<file path="config.mk">
export PLATFORM = sky130hd
export DESIGN_NAME = uart_rx_param
export DESIGN_NICKNAME = d
export VERILOG_FILES = /design/src/rtl/uart_pkg.sv /design/src/rtl/uart_rx_sampler.sv /design/src/rtl/uart_rx_param.sv
export SDC_FILE = /design/constraint.sdc
export NUM_CORES = 1
export LEC_CHECK = 0
export ABC_AREA = 0
export BUFFER_PORTS_ARGS = -buffer_cell sky130_fd_sc_hd__buf_2
export CORE_AREA = 8 8 71 73
export CTS_CLUSTER_SIZE = 8
export DETAILED_ROUTE_END_ITERATION = 8
export DIE_AREA = 0 0 79 81
export MAX_ROUTING_LAYER = met4
export PLACE_DENSITY_LB_ADDON = 0.3
export SLEW_MARGIN = 20
export SYNTH_ARGS = -nofsm -noshare
export SYNTH_HDL_FRONTEND = slang
export SYNTH_HIERARCHICAL = 1
export SYNTH_SLANG_ARGS = --single-unit
export TNS_END_PERCENT = 20
</file>
<file path="constraint.sdc">
create_clock -name clk -period 1.8 [get_ports clk]
set_input_delay 0.45 -clock clk [delete_from_list [all_inputs] [get_ports clk]]
set_output_delay 0.45 -clock clk [all_outputs]
set_load 0.03 [all_outputs]
</file>
<file path="src/rtl/uart_pkg.sv">
// Shared types and frame-geometry helpers for the parametrised UART receiver.
package uart_pkg;

    typedef enum logic [1:0] {
        PAR_NONE = 2'd0,
        PAR_ODD  = 2'd1,
        PAR_EVEN = 2'd2
    } parity_e;

    typedef enum logic [2:0] {
        StIdle,
        StStart,
        StData,
        StParity,
        StStop,
        StRecover
    } rx_state_e;

    function automatic int unsigned half_bit(input int unsigned clks_per_bit);
        return clks_per_bit / 2;
    endfunction

    function automatic int unsigned frame_len(input int unsigned data_bits,
                                              input int unsigned parity,
                                              input int unsigned stop_bits);
        return 1 + data_bits + ((parity != 0) ? 1 : 0) + stop_bits;
    endfunction

endpackage

</file>
<file path="src/rtl/uart_rx_sampler.sv">
// Input synchroniser for the rx pin plus a 3-deep history used for majority-vote sampling.
module uart_rx_sampler #(
    parameter int unsigned SYNC_STAGES = 2
) (
    input  logic clk_i,
    input  logic rst_ni,
    input  logic rx_i,
    output logic rs_o,
    output logic vote_o
);

    logic [SYNC_STAGES-1:0] sync_q;
    logic [2:0]             hist_q;

    // Both chains reset to the idle-high line level so reset never looks like a start bit.
    always_ff @(posedge clk_i) begin
        if (!rst_ni) begin
            sync_q <= '1;
            hist_q <= '1;
        end else begin
            sync_q <= {sync_q[SYNC_STAGES-2:0], rx_i};
            hist_q <= {hist_q[1:0], rs_o};
        end
    end

    assign rs_o   = sync_q[SYNC_STAGES-1];
    assign vote_o = (hist_q[0] & hist_q[1]) | (hist_q[0] & hist_q[2]) | (hist_q[1] & hist_q[2]);

endmodule

</file>
<file path="src/rtl/uart_rx_param.sv">
// Parametrised UART receiver: frame FSM, data shifter and parity/framing/break reporting.
module uart_rx_param
    import uart_pkg::*;
#(
    parameter int unsigned CLKS_PER_BIT = 8,
    parameter int unsigned DATA_BITS    = 8,
    parameter int unsigned PARITY       = 0,
    parameter int unsigned STOP_BITS    = 1,
    parameter int unsigned SYNC_STAGES  = 2
) (
    input  logic                 clk,
    input  logic                 reset,
    input  logic                 rx,
    output logic [DATA_BITS-1:0] data,
    output logic                 data_valid,
    output logic                 parity_err,
    output logic                 frame_err,
    output logic                 break_det
);

    localparam int unsigned CntW = $clog2(CLKS_PER_BIT);
    localparam int unsigned BitW = $clog2(DATA_BITS + 1);
    localparam logic [CntW-1:0] HalfLoad = CntW'(half_bit(CLKS_PER_BIT) - 1);
    localparam logic [CntW-1:0] BitLoad  = CntW'(CLKS_PER_BIT - 1);
    localparam parity_e ParMode   = parity_e'(PARITY[1:0]);
    localparam bit      HasParity = (ParMode != PAR_NONE);
    localparam bit      OddParity = (ParMode == PAR_ODD);

    logic rs, vote;

    uart_rx_sampler #(
        .SYNC_STAGES(SYNC_STAGES)
    ) u_sampler (
        .clk_i (clk),
        .rst_ni(reset),
        .rx_i  (rx),
        .rs_o  (rs),
        .vote_o(vote)
    );

    rx_state_e            state_q, state_d;
    logic [CntW-1:0]      cnt_q, cnt_d;
    logic [BitW-1:0]      bits_q, bits_d;
    logic [DATA_BITS-1:0] shift_q, shift_d, data_q, data_d;
    logic                 par_q, par_d, zero_q, zero_d, ferr_q, ferr_d;
    logic                 valid_q, valid_d, perr_q, perr_d, fe_q, fe_d, brk_q, brk_d;
    logic                 tick, stop_ferr, stop_zero;

    always_ff @(posedge clk) begin
        if (!reset) begin
            state_q <= StIdle;
            cnt_q   <= '0;
            bits_q  <= '0;
            shift_q <= '0;
            data_q  <= '0;
            par_q   <= 1'b0;
            zero_q  <= 1'b0;
            ferr_q  <= 1'b0;
            valid_q <= 1'b0;
            perr_q  <= 1'b0;
            fe_q    <= 1'b0;
            brk_q   <= 1'b0;
        end else begin
            state_q <= state_d;
            cnt_q   <= cnt_d;
            bits_q  <= bits_d;
            shift_q <= shift_d;
            data_q  <= data_d;
            par_q   <= par_d;
            zero_q  <= zero_d;
            ferr_q  <= ferr_d;
            valid_q <= valid_d;
            perr_q  <= perr_d;
            fe_q    <= fe_d;
            brk_q   <= brk_d;
        end
    end

    assign tick      = (cnt_q == '0);
    assign stop_ferr = ferr_q | ~vote;
    // Break only looks at the first stop bit; later stop bits only feed frame_err.
    assign stop_zero = (bits_q == BitW'(STOP_BITS)) ? (zero_q & ~vote) : zero_q;

    always_comb begin
        state_d = state_q;
        cnt_d   = cnt_q;
        bits_d  = bits_q;
        shift_d = shift_q;
        data_d  = data_q;
        par_d   = par_q;
        zero_d  = zero_q;
        ferr_d  = ferr_q;
        valid_d = 1'b0;
        perr_d  = 1'b0;
        fe_d    = 1'b0;
        brk_d   = 1'b0;

        if (state_q inside {StStart, StData, StParity, StStop}) begin
            cnt_d = tick ? BitLoad : cnt_q - 1'b1;
        end

        unique case (state_q)
            StIdle: begin
                if (!rs) begin
                    state_d = StStart;
                    cnt_d   = HalfLoad;
                    bits_d  = BitW'(DATA_BITS);
                    par_d   = 1'b0;
                    zero_d  = 1'b1;
                    ferr_d  = 1'b0;
                end
            end
            StStart: begin
                if (tick) state_d = vote ? StIdle : StData;
            end
            StData: begin
                if (tick) begin
                    shift_d = {vote, shift_q[DATA_BITS-1:1]};
                    par_d   = par_q ^ vote;
                    zero_d  = zero_q & ~vote;
                    bits_d  = bits_q - 1'b1;
                    if (bits_q == BitW'(1)) begin
                        state_d = HasParity ? StParity : StStop;
                        bits_d  = BitW'(STOP_BITS);
                    end
                end
            end
            StParity: begin
                if (tick) begin
                    par_d   = par_q ^ vote;
                    zero_d  = zero_q & ~vote;
                    state_d = StStop;
                end
            end
            StStop: begin
                if (tick) begin
                    ferr_d = stop_ferr;
                    zero_d = stop_zero;
                    bits_d = bits_q - 1'b1;
                    if (bits_q == BitW'(1)) begin
                        data_d  = shift_q;
                        valid_d = 1'b1;
                        perr_d  = HasParity && (par_q != OddParity);
                        fe_d    = stop_ferr;
                        brk_d   = stop_ferr & stop_zero;
                        state_d = stop_ferr ? StRecover : StIdle;
                    end
                end
            end
            StRecover: begin
                // A line held low must return high before a new start bit is accepted.
                if (rs) state_d = StIdle;
            end
            default: state_d = StIdle;
        endcase
    end

    assign data       = data_q;
    assign data_valid = valid_q;
    assign parity_err = perr_q;
    assign frame_err  = fe_q;
    assign break_det  = brk_q;

endmodule

</file>
==> impl_metrics.yaml <==
worst_setup_path:
  crit_path_max_incr_delay_ns: 0.54
  setup.worst_path.class: "register to register"
  critical_path_buf_inv_count: 0
  worst-endpoint-arrival_ns: 1.93
  critPathLaunch: "state_q[1]"
  r2r_cells: 4
  setup.worst_path.start_class: "register"
  crit_cells: 4
  reg2reg_from: "state_q[1]"
  crit_chain: "or4_4 -> o31a_4 -> or4_1 -> a21boi_1"
  worstPathMaxFanout: 6
  crit_slowest_cell: "sky130_fd_sc_hd__or4_4"
  setup.worst_path.end_class: "register"
  critPathTopFamily: "simple AND/OR/NAND/NOR gates"
  critical_path_required_ns: 2.01
synthesis:
  post_synth.cell_area_avg_um2: 8.943
  synth.most_common_cell: "sky130_fd_sc_hd__dfxtp_1"
  synth_commonest_cells: "sky130_fd_sc_hd__dfxtp_1 (36), sky130_fd_sc_hd__nand2_1 (23), sky130_fd_sc_hd__nor2b_1 (11), sky130_fd_sc_hd__a21oi_1 (10)"
  ys.warnings.count: 6
  asyncSetResetFlopFracSynth_pct: 0
  synth.top_cells.by_area: "sky130_fd_sc_hd__dfxtp_1 (42%), sky130_fd_sc_hd__mux2i_1 (5.3%), sky130_fd_sc_hd__nand2_1 (5.1%), sky130_fd_sc_hd__nor2b_1 (4.1%), sky130_fd_sc_hd__a21boi_0 (4.0%)"
  ys.flop_type: "sky130_fd_sc_hd__dfxtp_1"
  synthDistinctLibCells: 49
  netlist_instances: 190
  yosys.area.top_type_share_pct: 42.42
  ys_seq_area_share_pct: 42.42
  synthDominantAreaCellType: "sky130_fd_sc_hd__dfxtp_1"
  synth-edff-count: 0
  synth_seq_cells: 36
  synthesis.nets: 197
  mappedNetlistArea_mm2: 0.001699
placement:
  numPlacedInstances: 261
  portBuffers: 13
  finalWeightedCongestion: 0.8436
  dp_hpwl_mm: 2.343
final_layout:
  post_route_cells_drive_above_1_share_pct: 23.74
  utilization_pct: 52.53
  synthToLayoutAreaGrowth_pct: 20.99
  instances_no_fill: 269
  fin_nets: 225
  final.fill_count: 378
  ant_diodes: 0
floorplanning:
  die_width_um: 79
  floorplan.die_area_mm2: 0.006399
  die_y_um: 81
  placeableCoreArea_mm2: 0.003914
  io_pins: 15
  initial_utilization_pct: 43.41
  placementRows: 23
timing:
  finalClockSkew_ns: 0.007261
  drv_slew: 0
  fin_crit_ns: 1.720
  tns_ns: 0
  rsz0062_at_grt: "false"
  finalSetupViolations: 0
  finalCritPeriodShare_pct: 95.54
  timing.fmax_ghz: 0.5815
  report.final.hold_viol_count: 0
routing:
  firstDrtPassIters: 4
  drc_errors: 0
  drtAntennaViolNets: 0
  routed_wl_mm: 3.199
  routed_via_count_divided_by_cell_count: 5.007
  num_vias: 1347
  wl_per_cell_um: 11.89
  dr.first_iter.drc_count: 83
clock_tree:
  cts_max_level: 2
  cts-root-buf: "sky130_fd_sc_hd__clkbuf_8"
  clockBufferDepth: 2
  numCtsBuffers: 5
  cts.reportedPaths.clkPinSlew_ns: 0.07
  cts_tree: "built"
  clkLatencyLatePin_ns: 0.28
  post-cts-setup-buffers: 0
  quantity_of_hold_fixing_buffers_added_after_cts: 0
  clock_sinks: 36
flow_run:
  maxCapViolCount: 0
power:
  power_w: 0.001750
  worst_vdd_ir_uv: 603.7
  cellPowerDensity_mw_per_mm2: 851.3
  power_leakage_nw: 0.8056
worst_hold_path:
  timing.hold.worst_path_depth: 2
  min-delay-path-class: "input pin to register"
  hp-start: "rx"
global_route:
  first_global_vias: 1307
  pin_count_of_the_biggest_net_entering_global_routing: 29
  global_route_overflow: 0
  global_route_total_usage_across_every_layer_pct: 11.43
  antenna_found_initial: 0
  grt_first_pass_wirelength_mm: 5.768
status:
  run_status: "finished, final reports clean"
-- flip-flops by register name, summed over array words and instances (netlist names) --
signal and flops:
bits_q 4, break_det 1, cnt_q 3, data 8, data_valid 1, ferr_q 1, frame_err 1, shift_q 8
state_q 3, u_sampler/hist_q 3, u_sampler/sync_q 2, zero_q 1
-- layer usage --
| layer | vias to the layer above | wire [um] | global-route usage [%] | part of all wire [%] |
|---|---|---|---|---|
| li1 | 717 | - | - | - |
| met1 | 606 | 1550 | 12.23 | 48 |
| met2 | 20 | 1470 | 19.31 | 46 |
| met3 | 4 | 140 | 3.422 | 4.4 |
| met4 | 0 | 37 | 4.815 | 1.2 |
| met5 | - | 0 | - | 0 |
-- power breakdown --
part | total (W) | internal [W] | leakage (nW) | switching [W]
Clock | 0.000585 | 0.000311 | 0.0445 | 0.000274
Sequential | 0.000841 | 0.000821 | 0.292 | 0.0000200
Combinational | 0.000325 | 0.000152 | 0.469 | 0.000172
-- logic make-up after synthesis --
| kind of cell | count (synthesis) | share of synthesized area, % |
|---|---|---|
| DFF | 36 | 42.42 |
| buffers and inverters | 19 | 5.007 |
| muxes | 9 | 5.302 |
| xor gates and xnor gates | 2 | 1.031 |
| and+or+nand+nor | 73 | 23.49 |
| other | 1 | 0.2207 |
| AOI/OAI and AO/OA | 45 | 18.92 |
| adders and majority gates | 5 | 3.608 |
-- path summary, 6_finish.rpt --
| kind | slack (ns) | endpoint |
|---|---|---|
| max | 0.08 | bits_q[1] |
| min | 0.35 | u_sampler/sync_q[0] |
| max reg2reg | 0.08 | bits_q[1] |
| min reg2reg | 0.41 | u_sampler/sync_q[1] |
-- cells in the final DEF, fill, tap and decap left out, drive strengths merged, types with 8 or more instances in the layout --
master	instances
a21boi	10
dfxtp	36
nor2b	11
mux2i	9
a21oi	10
nand2	23
inv	8
buf	32
nor3	10
-- final cells by class --
type / count / area, um^2 / share of cell area, %
timing repair buffer: 32 / 232.7 / 11.32
inverter: 8 / 30.03 / 1.461
clock buffer: 7 / 86.33 / 4.200
clock inverter: 1 / 7.507 / 0.3652
tap: 50 / 62.56 / 3.043
multi-input combinational: 135 / 914.6 / 44.49
sequential: 36 / 721.9 / 35.12
-- timing repair --
action,in CTS,in global routing
endpoints found under the hold margin,0,0
setup endpoints to repair,0,10
resized for setup,0,6
-- through the flow --
| stage | area [um^2] | hold WS (ns) | setup WS (ns) |
|---|---|---|---|
| final | 2056 | 0.3472 | 0.08037 |
| after global routing | 2056 | 0.3483 | 0.002748 |
| after CTS | 2036 | 0.3368 | 0.05854 |
| after detailed placement | 1942 | 0.3958 | 0.07490 |
| after global placement | 1942 | 0.3878 | 0.08339 |
| after floorplan | 1705 | 0.3863 | 0.01959 |
Note: power is estimated with default switching activity, not from simulation.
